<file path="src/rtl/pc_pkg.sv">
// pc_pkg -- shared types and constants for the program-counter unit.
//   pcsrc_e    : next-PC source select encoding driven by the control unit
//   pc_state_e : PC unit FSM states
//   PC_INC     : sequential instruction stride in bytes
package pc_pkg;

  typedef enum logic [1:0] {
    PC_SEQ    = 2'b00,  // pc + 4
    PC_BRANCH = 2'b01,  // pc + immext
    PC_JALR   = 2'b10,  // (rs1_data + immext) & ~1
    PC_RSVD   = 2'b11   // treated as pc + 4
  } pcsrc_e;

  typedef enum logic [1:0] {
    BOOT  = 2'b00,
    RUN   = 2'b01,
    FAULT = 2'b10
  } pc_state_e;

  localparam int PC_INC = 4;

endpackage

</file>
<file path="src/rtl/pc_ras.sv">
// pc_ras -- circular return-address stack.
//   clk, rst    : clock, async active-high reset (clears pointer and count)
//   push, pop   : qualified stack operations (caller gates with RUN/!stall)
//   push_data   : return address to store on push
//   top         : top-of-stack entry, 0 when empty
//   empty       : no valid entries
// Push when full overwrites the oldest entry (count saturates at RAS_DEPTH);
// push+pop together replace the top entry; pop on empty is ignored.
module pc_ras #(
  parameter int RAS_DEPTH     = 4,
  parameter int ADDRESS_WIDTH = 32
) (
  input  logic                     clk,
  input  logic                     rst,
  input  logic                     push,
  input  logic                     pop,
  input  logic [ADDRESS_WIDTH-1:0] push_data,
  output logic [ADDRESS_WIDTH-1:0] top,
  output logic                     empty
);

  localparam int PW = $clog2(RAS_DEPTH);

  logic [ADDRESS_WIDTH-1:0] mem [RAS_DEPTH];
  logic [PW-1:0]            ptr;
  logic [PW:0]              count;
  logic                     wr_en;
  logic [PW-1:0]            wr_idx;
  logic                     replace;

  assign empty   = (count == '0);
  assign top     = empty ? '0 : mem[ptr];
  assign replace = push && pop && !empty;
  assign wr_en   = push;
  assign wr_idx  = replace ? ptr : ptr + PW'(1);

  always_ff @(posedge clk or posedge rst) begin
    if (rst) begin
      ptr   <= '0;
      count <= '0;
    end else if (replace) begin
      ptr   <= ptr;
    end else if (push) begin
      ptr <= ptr + PW'(1);
      if (count != (PW+1)'(RAS_DEPTH)) count <= count + (PW+1)'(1);
    end else if (pop && !empty) begin
      ptr   <= ptr - PW'(1);
      count <= count - (PW+1)'(1);
    end
  end

  // Entries need no reset: top is masked to 0 while the stack is empty.
  always_ff @(posedge clk) begin
    if (wr_en) mem[wr_idx] <= push_data;
  end

endmodule

</file>
<file path="src/rtl/pc_unit.sv">
// pc_unit -- registered program counter with next-PC select, stall,
// misaligned-target trap and optional return-address stack.
//   Optional feature macro: PC_RAS_EN (enables the pc_ras stack).
// Ports:
//   clk, rst       : clock, async active-high reset
//   stall          : hold pc, RAS and state
//   pcsrc          : next-PC source (see pc_pkg::pcsrc_e)
//   immext         : sign-extended immediate
//   rs1_data       : JALR base register
//   ras_push/pop   : call / return hints
//   fault_clear    : leave FAULT and restart at RESET_VECTOR
//   pc, pc_plus4   : current PC (registered) and pc+4
//   pc_valid       : pc fetchable (RUN)
//   fault          : misaligned target captured (FAULT)
//   fault_addr     : offending target while fault=1
//   ras_top        : predicted return address, 0 when empty
//   ras_empty      : stack holds no entries
module pc_unit
  import pc_pkg::*;
#(
  parameter int                     ADDRESS_WIDTH = 32,
  parameter int                     DATA_WIDTH    = 32,
  parameter logic [ADDRESS_WIDTH-1:0] RESET_VECTOR = '0,
  parameter int                     RAS_DEPTH     = 4
) (
  input  logic                     clk,
  input  logic                     rst,
  input  logic                     stall,
  input  logic [1:0]               pcsrc,
  input  logic [DATA_WIDTH-1:0]    immext,
  input  logic [DATA_WIDTH-1:0]    rs1_data,
  input  logic                     ras_push,
  input  logic                     ras_pop,
  input  logic                     fault_clear,
  output logic [ADDRESS_WIDTH-1:0] pc,
  output logic [ADDRESS_WIDTH-1:0] pc_plus4,
  output logic                     pc_valid,
  output logic                     fault,
  output logic [ADDRESS_WIDTH-1:0] fault_addr,
  output logic [ADDRESS_WIDTH-1:0] ras_top,
  output logic                     ras_empty
);

  pc_state_e                state_q, state_d;
  logic [ADDRESS_WIDTH-1:0] pc_q, pc_d;
  logic [ADDRESS_WIDTH-1:0] fault_addr_q, fault_addr_d;
  logic [ADDRESS_WIDTH-1:0] imm_a, rs1_a, target;
  logic                     misaligned;
  logic                     advance;

  // Operands are resized to the address width so all sums wrap modulo 2^AW.
  assign imm_a    = ADDRESS_WIDTH'(immext);
  assign rs1_a    = ADDRESS_WIDTH'(rs1_data);
  assign pc_plus4 = pc_q + ADDRESS_WIDTH'(PC_INC);

  always_comb begin
    target = pc_plus4;
    case (pcsrc_e'(pcsrc))
      PC_BRANCH: target = pc_q + imm_a;
      PC_JALR:   target = (rs1_a + imm_a) & ~ADDRESS_WIDTH'(1);
      default:   target = pc_plus4;
    endcase
  end

  assign misaligned = |target[1:0];
  // A cycle that actually moves the PC; the RAS only operates on these.
  assign advance    = (state_q == RUN) && !stall && !misaligned;

  always_ff @(posedge clk or posedge rst) begin
    if (rst) begin
      state_q      <= BOOT;
      pc_q         <= RESET_VECTOR;
      fault_addr_q <= '0;
    end else begin
      state_q      <= state_d;
      pc_q         <= pc_d;
      fault_addr_q <= fault_addr_d;
    end
  end

  always_comb begin
    state_d      = state_q;
    pc_d         = pc_q;
    fault_addr_d = fault_addr_q;
    case (state_q)
      BOOT: begin
        state_d = RUN;
        pc_d    = RESET_VECTOR;
      end
      RUN: begin
        if (!stall) begin
          if (misaligned) begin
            state_d      = FAULT;
            fault_addr_d = target;
          end else begin
            pc_d = target;
          end
        end
      end
      FAULT: begin
        if (fault_clear) begin
          state_d      = BOOT;
          pc_d         = RESET_VECTOR;
          fault_addr_d = '0;
        end
      end
      default: begin
        state_d = BOOT;
        pc_d    = RESET_VECTOR;
      end
    endcase
  end

  assign pc         = pc_q;
  assign pc_valid   = (state_q == RUN);
  assign fault      = (state_q == FAULT);
  assign fault_addr = fault_addr_q;

`ifdef PC_RAS_EN
  pc_ras #(
    .RAS_DEPTH     (RAS_DEPTH),
    .ADDRESS_WIDTH (ADDRESS_WIDTH)
  ) u_ras (
    .clk       (clk),
    .rst       (rst),
    .push      (advance && ras_push),
    .pop       (advance && ras_pop),
    .push_data (pc_plus4),
    .top       (ras_top),
    .empty     (ras_empty)
  );
`else
  logic ras_unused;
  assign ras_unused = ras_push ^ ras_pop ^ advance;
  assign ras_top    = '0;
  assign ras_empty  = 1'b1;
`endif

endmodule
</file>
<file path="config.mk">
export PLATFORM = sky130hd
export DESIGN_NAME = pc_unit
export DESIGN_NICKNAME = d
export VERILOG_FILES = /design/src/rtl/pc_pkg.sv /design/src/rtl/pc_ras.sv /design/src/rtl/pc_unit.sv
export SDC_FILE = /design/constraint.sdc
export NUM_CORES = 1
export LEC_CHECK = 0
export CAP_MARGIN = 0
export CORE_ASPECT_RATIO = 1.1
export CORE_MARGIN = 2
export CORE_UTILIZATION = 60
export DETAILED_ROUTE_END_ITERATION = 16
export DONT_BUFFER_PORTS = 1
export PLACE_DENSITY = 0.76
export REMOVE_ABC_BUFFERS = 1
export SYNTH_ARGS = -nofsm -noshare
export SYNTH_HDL_FRONTEND = slang
export SYNTH_SLANG_ARGS = --single-unit
</file>
<file path="constraint.sdc">
create_clock -name clk -period 7.47 [get_ports clk]
set_input_delay 0.747 -clock clk [delete_from_list [all_inputs] [get_ports clk]]
set_output_delay 0.747 -clock clk [all_outputs]
set_load 0.03 [all_outputs]
</file>
==> results.sh <==
export IMPL_fmax_mhz=238
export IMPL_ir_drop_uv=212
export IMPL_io_buffers=0
export IMPL_placed_area_um2=6960
export IMPL_fillCellCount=1021
export IMPL_worst_ep_arrival_time_ns=4.42
export IMPL_powerDensity_nw_per_um2=299
export IMPL_grt_pass1_wl_um=34600
export IMPL_multi_input_area_um2=4970
export IMPL_finalNetCount=978
export IMPL_htreeDepth=3
export IMPL_muxShareOfSynthArea_pct=0.142
export IMPL_grtUsageMet3_pct=10.5
export IMPL_synth_simple_area_share_pct=16.4
export IMPL_synth_xor_area_share_pct=10.9
export IMPL_synth_top_area_share_pct=23.4
export IMPL_insertedDiodeCount=0
export IMPL_post_route_cell_area_um2=7300
export IMPL_skew_ns=0.00635
export IMPL_fp_coreArea_um2=11500
export IMPL_cts_resized=0
export IMPL_gp_congestion=0.950
export IMPL_synth_compound_area_share_pct=29.2
export IMPL_worst_setup_path_end_kind="flip-flop"
export IMPL_yosysMostFrequentCell="nand2_1"
export IMPL_path_class="primary input to flip-flop"
export IMPL_critPathMaxFanout=32
export IMPL_drt_pass1_iter_count=6
export IMPL_antenna_found_initial=0
export IMPL_yosys_cell_types_count=72
export IMPL_rows=41
export IMPL_fin_util_pct=63.6
export IMPL_synth_edf_count=0
export IMPL_die_area_um2=12700
export IMPL_grtUsageMet1_pct=38.0
export IMPL_tightest_slew_ns=1.03
export IMPL_antenna_left=0
export IMPL_netlist_top_cells_area="dfrtp_1 23%, ha_1 11%, xnor2_1 5.8%"
export IMPL_ys_flop_type="dfrtp_1"
export IMPL_overflow=0
export IMPL_area_growth_pct=3.40
export IMPL_p_leak_nw=3.29
export IMPL_startpoint_type="primary input"
export IMPL_synth_top_family_by_area="compound AO/OA/AOI/OAI gates"
export IMPL_postSynthCellCount=862
export IMPL_maxSlewHeadroom_pct=31.1
export IMPL_holdBufCountCts=0
export IMPL_drc=0
export IMPL_dp_hpwl_um=17200
export IMPL_routed_via_count=6699
export IMPL_layout_min_cycle_time_ns=4.20
export IMPL_clockBufferDepth=2
export IMPL_final_setup_tns_ns=0
export IMPL_cts_sinks=66
export IMPL_period_share_pct=56.2
export IMPL_final_hold_viol_count=0
export IMPL_setup_viol=0
export IMPL_rsz0062_at_grt="no"
export IMPL_max_cap_violations=0
export IMPL_num_io_pins=203
export IMPL_cts_tree="built"
export IMPL_synth_largest_area_cell="dfrtp_1"
export IMPL_wl_per_cell_um=22.5
export IMPL_die_w_um=107
export IMPL_ys_ff_latch=66
export IMPL_grt_busiest_layer="met2"
export IMPL_synth_avg_cell_area_um2=8.20
export IMPL_dp_cells=979
export IMPL_path_clk_slew_ns=0.06
export IMPL_use_met2_pct=60.8
export IMPL_seqCellArea_um2=1650
export IMPL_cts_setup_buffers=0
export IMPL_outcome="finished, final reports clean"
export IMPL_seq_area_frac_synth_pct=23.4
export IMPL_initial_core_util_pct=61.5
export IMPL_final_cells=995
export IMPL_grt_pass1_vias=6557
export IMPL_reg2reg_depth=12
export IMPL_via_per_inst=6.73
export IMPL_ctsRootBufferMaster="clkbuf_16"
export IMPL_final_max_slew_viol_count=0
export IMPL_numCtsBuffers=9
export IMPL_cp_required_ns=7.69
export IMPL_power_mw=2.18
export IMPL_drive_gt1_share_pct=6.39
export IMPL_drtIter0Drc=502
export IMPL_dieHeight_um=118
export IMPL_synth_fa_ha_area_share_pct=11.9
export IMPL_grt_max_degree=67
export IMPL_holdPathStages=1
export IMPL_syn_cell_area_um2=7060
export IMPL_worstSkewPairLatency_ns=0.33
export IMPL_synth_warnings=0
export IMPL_grt_use_total_pct=34.8
export IMPL_synth_common_cells="98 x nand2_1, 68 x a21oi_1, 66 x dfrtp_1, 64 x ha_1, 60 x o21ai_0"
export IMPL_async_flop_share_pct=100
export IMPL_hold_class="flip-flop to flip-flop"
export IMPL_drt_total_wl_um=22300
flip-flops by register name (all words and copies together), names as in the netlist:
name / cells
fault_addr: 32
pc: 32
state_q: 2
final timing paths:
check                      startpoint  slack [ns]        endpoint
min reg2reg                state_q[0]        0.47      state_q[0]
max in group asynchronous         rst        6.39           pc[9]
min                        state_q[0]        0.47      state_q[0]
max reg2reg                     pc[0]        3.42  fault_addr[28]
max                          pcsrc[0]        3.27  fault_addr[28]
min in group asynchronous         rst        0.53          pc[31]
worst max-delay path, stage by stage:
cell      delay, ns
inv_1          0.04
ha_1           0.64
inv_1          0.48
o221ai_1       0.30
a21boi_0       0.38
or2_2          0.24
and2_1         0.82
a21oi_2        0.05
buf_4          0.30
nand2_1        0.10
o21ai_0        0.07
a31o_2         0.21
cell usage in the layout, fill, tap and decap left out, drive strengths merged, types with 4 or more instances in the layout:
master,instances
a22o,30
nor2,50
o221ai,11
nand2b,5
o211ai,9
nand3,29
clkbuf,9
a32o,14
xor2,41
inv,28
nor3,8
a22oi,4
buf,6
conb,33
a31oi,8
o21ai,66
ha,64
and4,4
dfrtp,66
o21a,6
a21o,20
a221oi,12
nand4,19
and3,4
o31ai,7
and2,5
nand2,98
nor2b,5
xnor2,47
a21oi,72
a211oi,5
a41oi,5
or2,13
final cells by class:
type	instances	share of cell area, %
Clock buffer	9	3.08
Clock inverter	7	1.70
Inverter	26	1.34
Multi-Input combinational cell	731	68.1
Sequential cell	66	22.6
Tap cell	150	2.57
Timing Repair Buffer	6	0.617
power by group:
| part | leakage, nW | internal (mW) | switching [mW] |
|---|---|---|---|
| Sequential | 0.873 | 0.459 | 0.363 |
| Combinational | 2.25 | 0.312 | 0.553 |
| Clock | 0.167 | 0.329 | 0.166 |
per-layer routing:
metal | vias up | share of wire [%]
met5 | - | 0
met4 | 0 | 5.4
met3 | 91 | 9.3
met2 | 349 | 50
met1 | 3175 | 36
li1 | 3084 | -
kinds of logic (layout without fill, tap and decap cells):
family,count (synthesis),after routing
compound gates,295,295
xor+xnor,88,88
mux,1,1
other cells,2,33
flops,66,66
fa+ha+maj,66,66
buf+inv,96,48
simple gates,248,248
per-stage QoR:
| step | setup slack (ns) | hold WS (ns) |
|---|---|---|
| 2_1_floorplan | 2.88 | 0.423 |
| 3_3_place_gp | 3.02 | 0.430 |
| 3_5_place_dp | 3.03 | 0.458 |
| 4_1_cts | 3.33 | 0.469 |
| 5_1_grt | 3.03 | 0.500 |
| 6_report | 3.27 | 0.472 |
No activity file was read; power rests on OpenSTA's default activity.
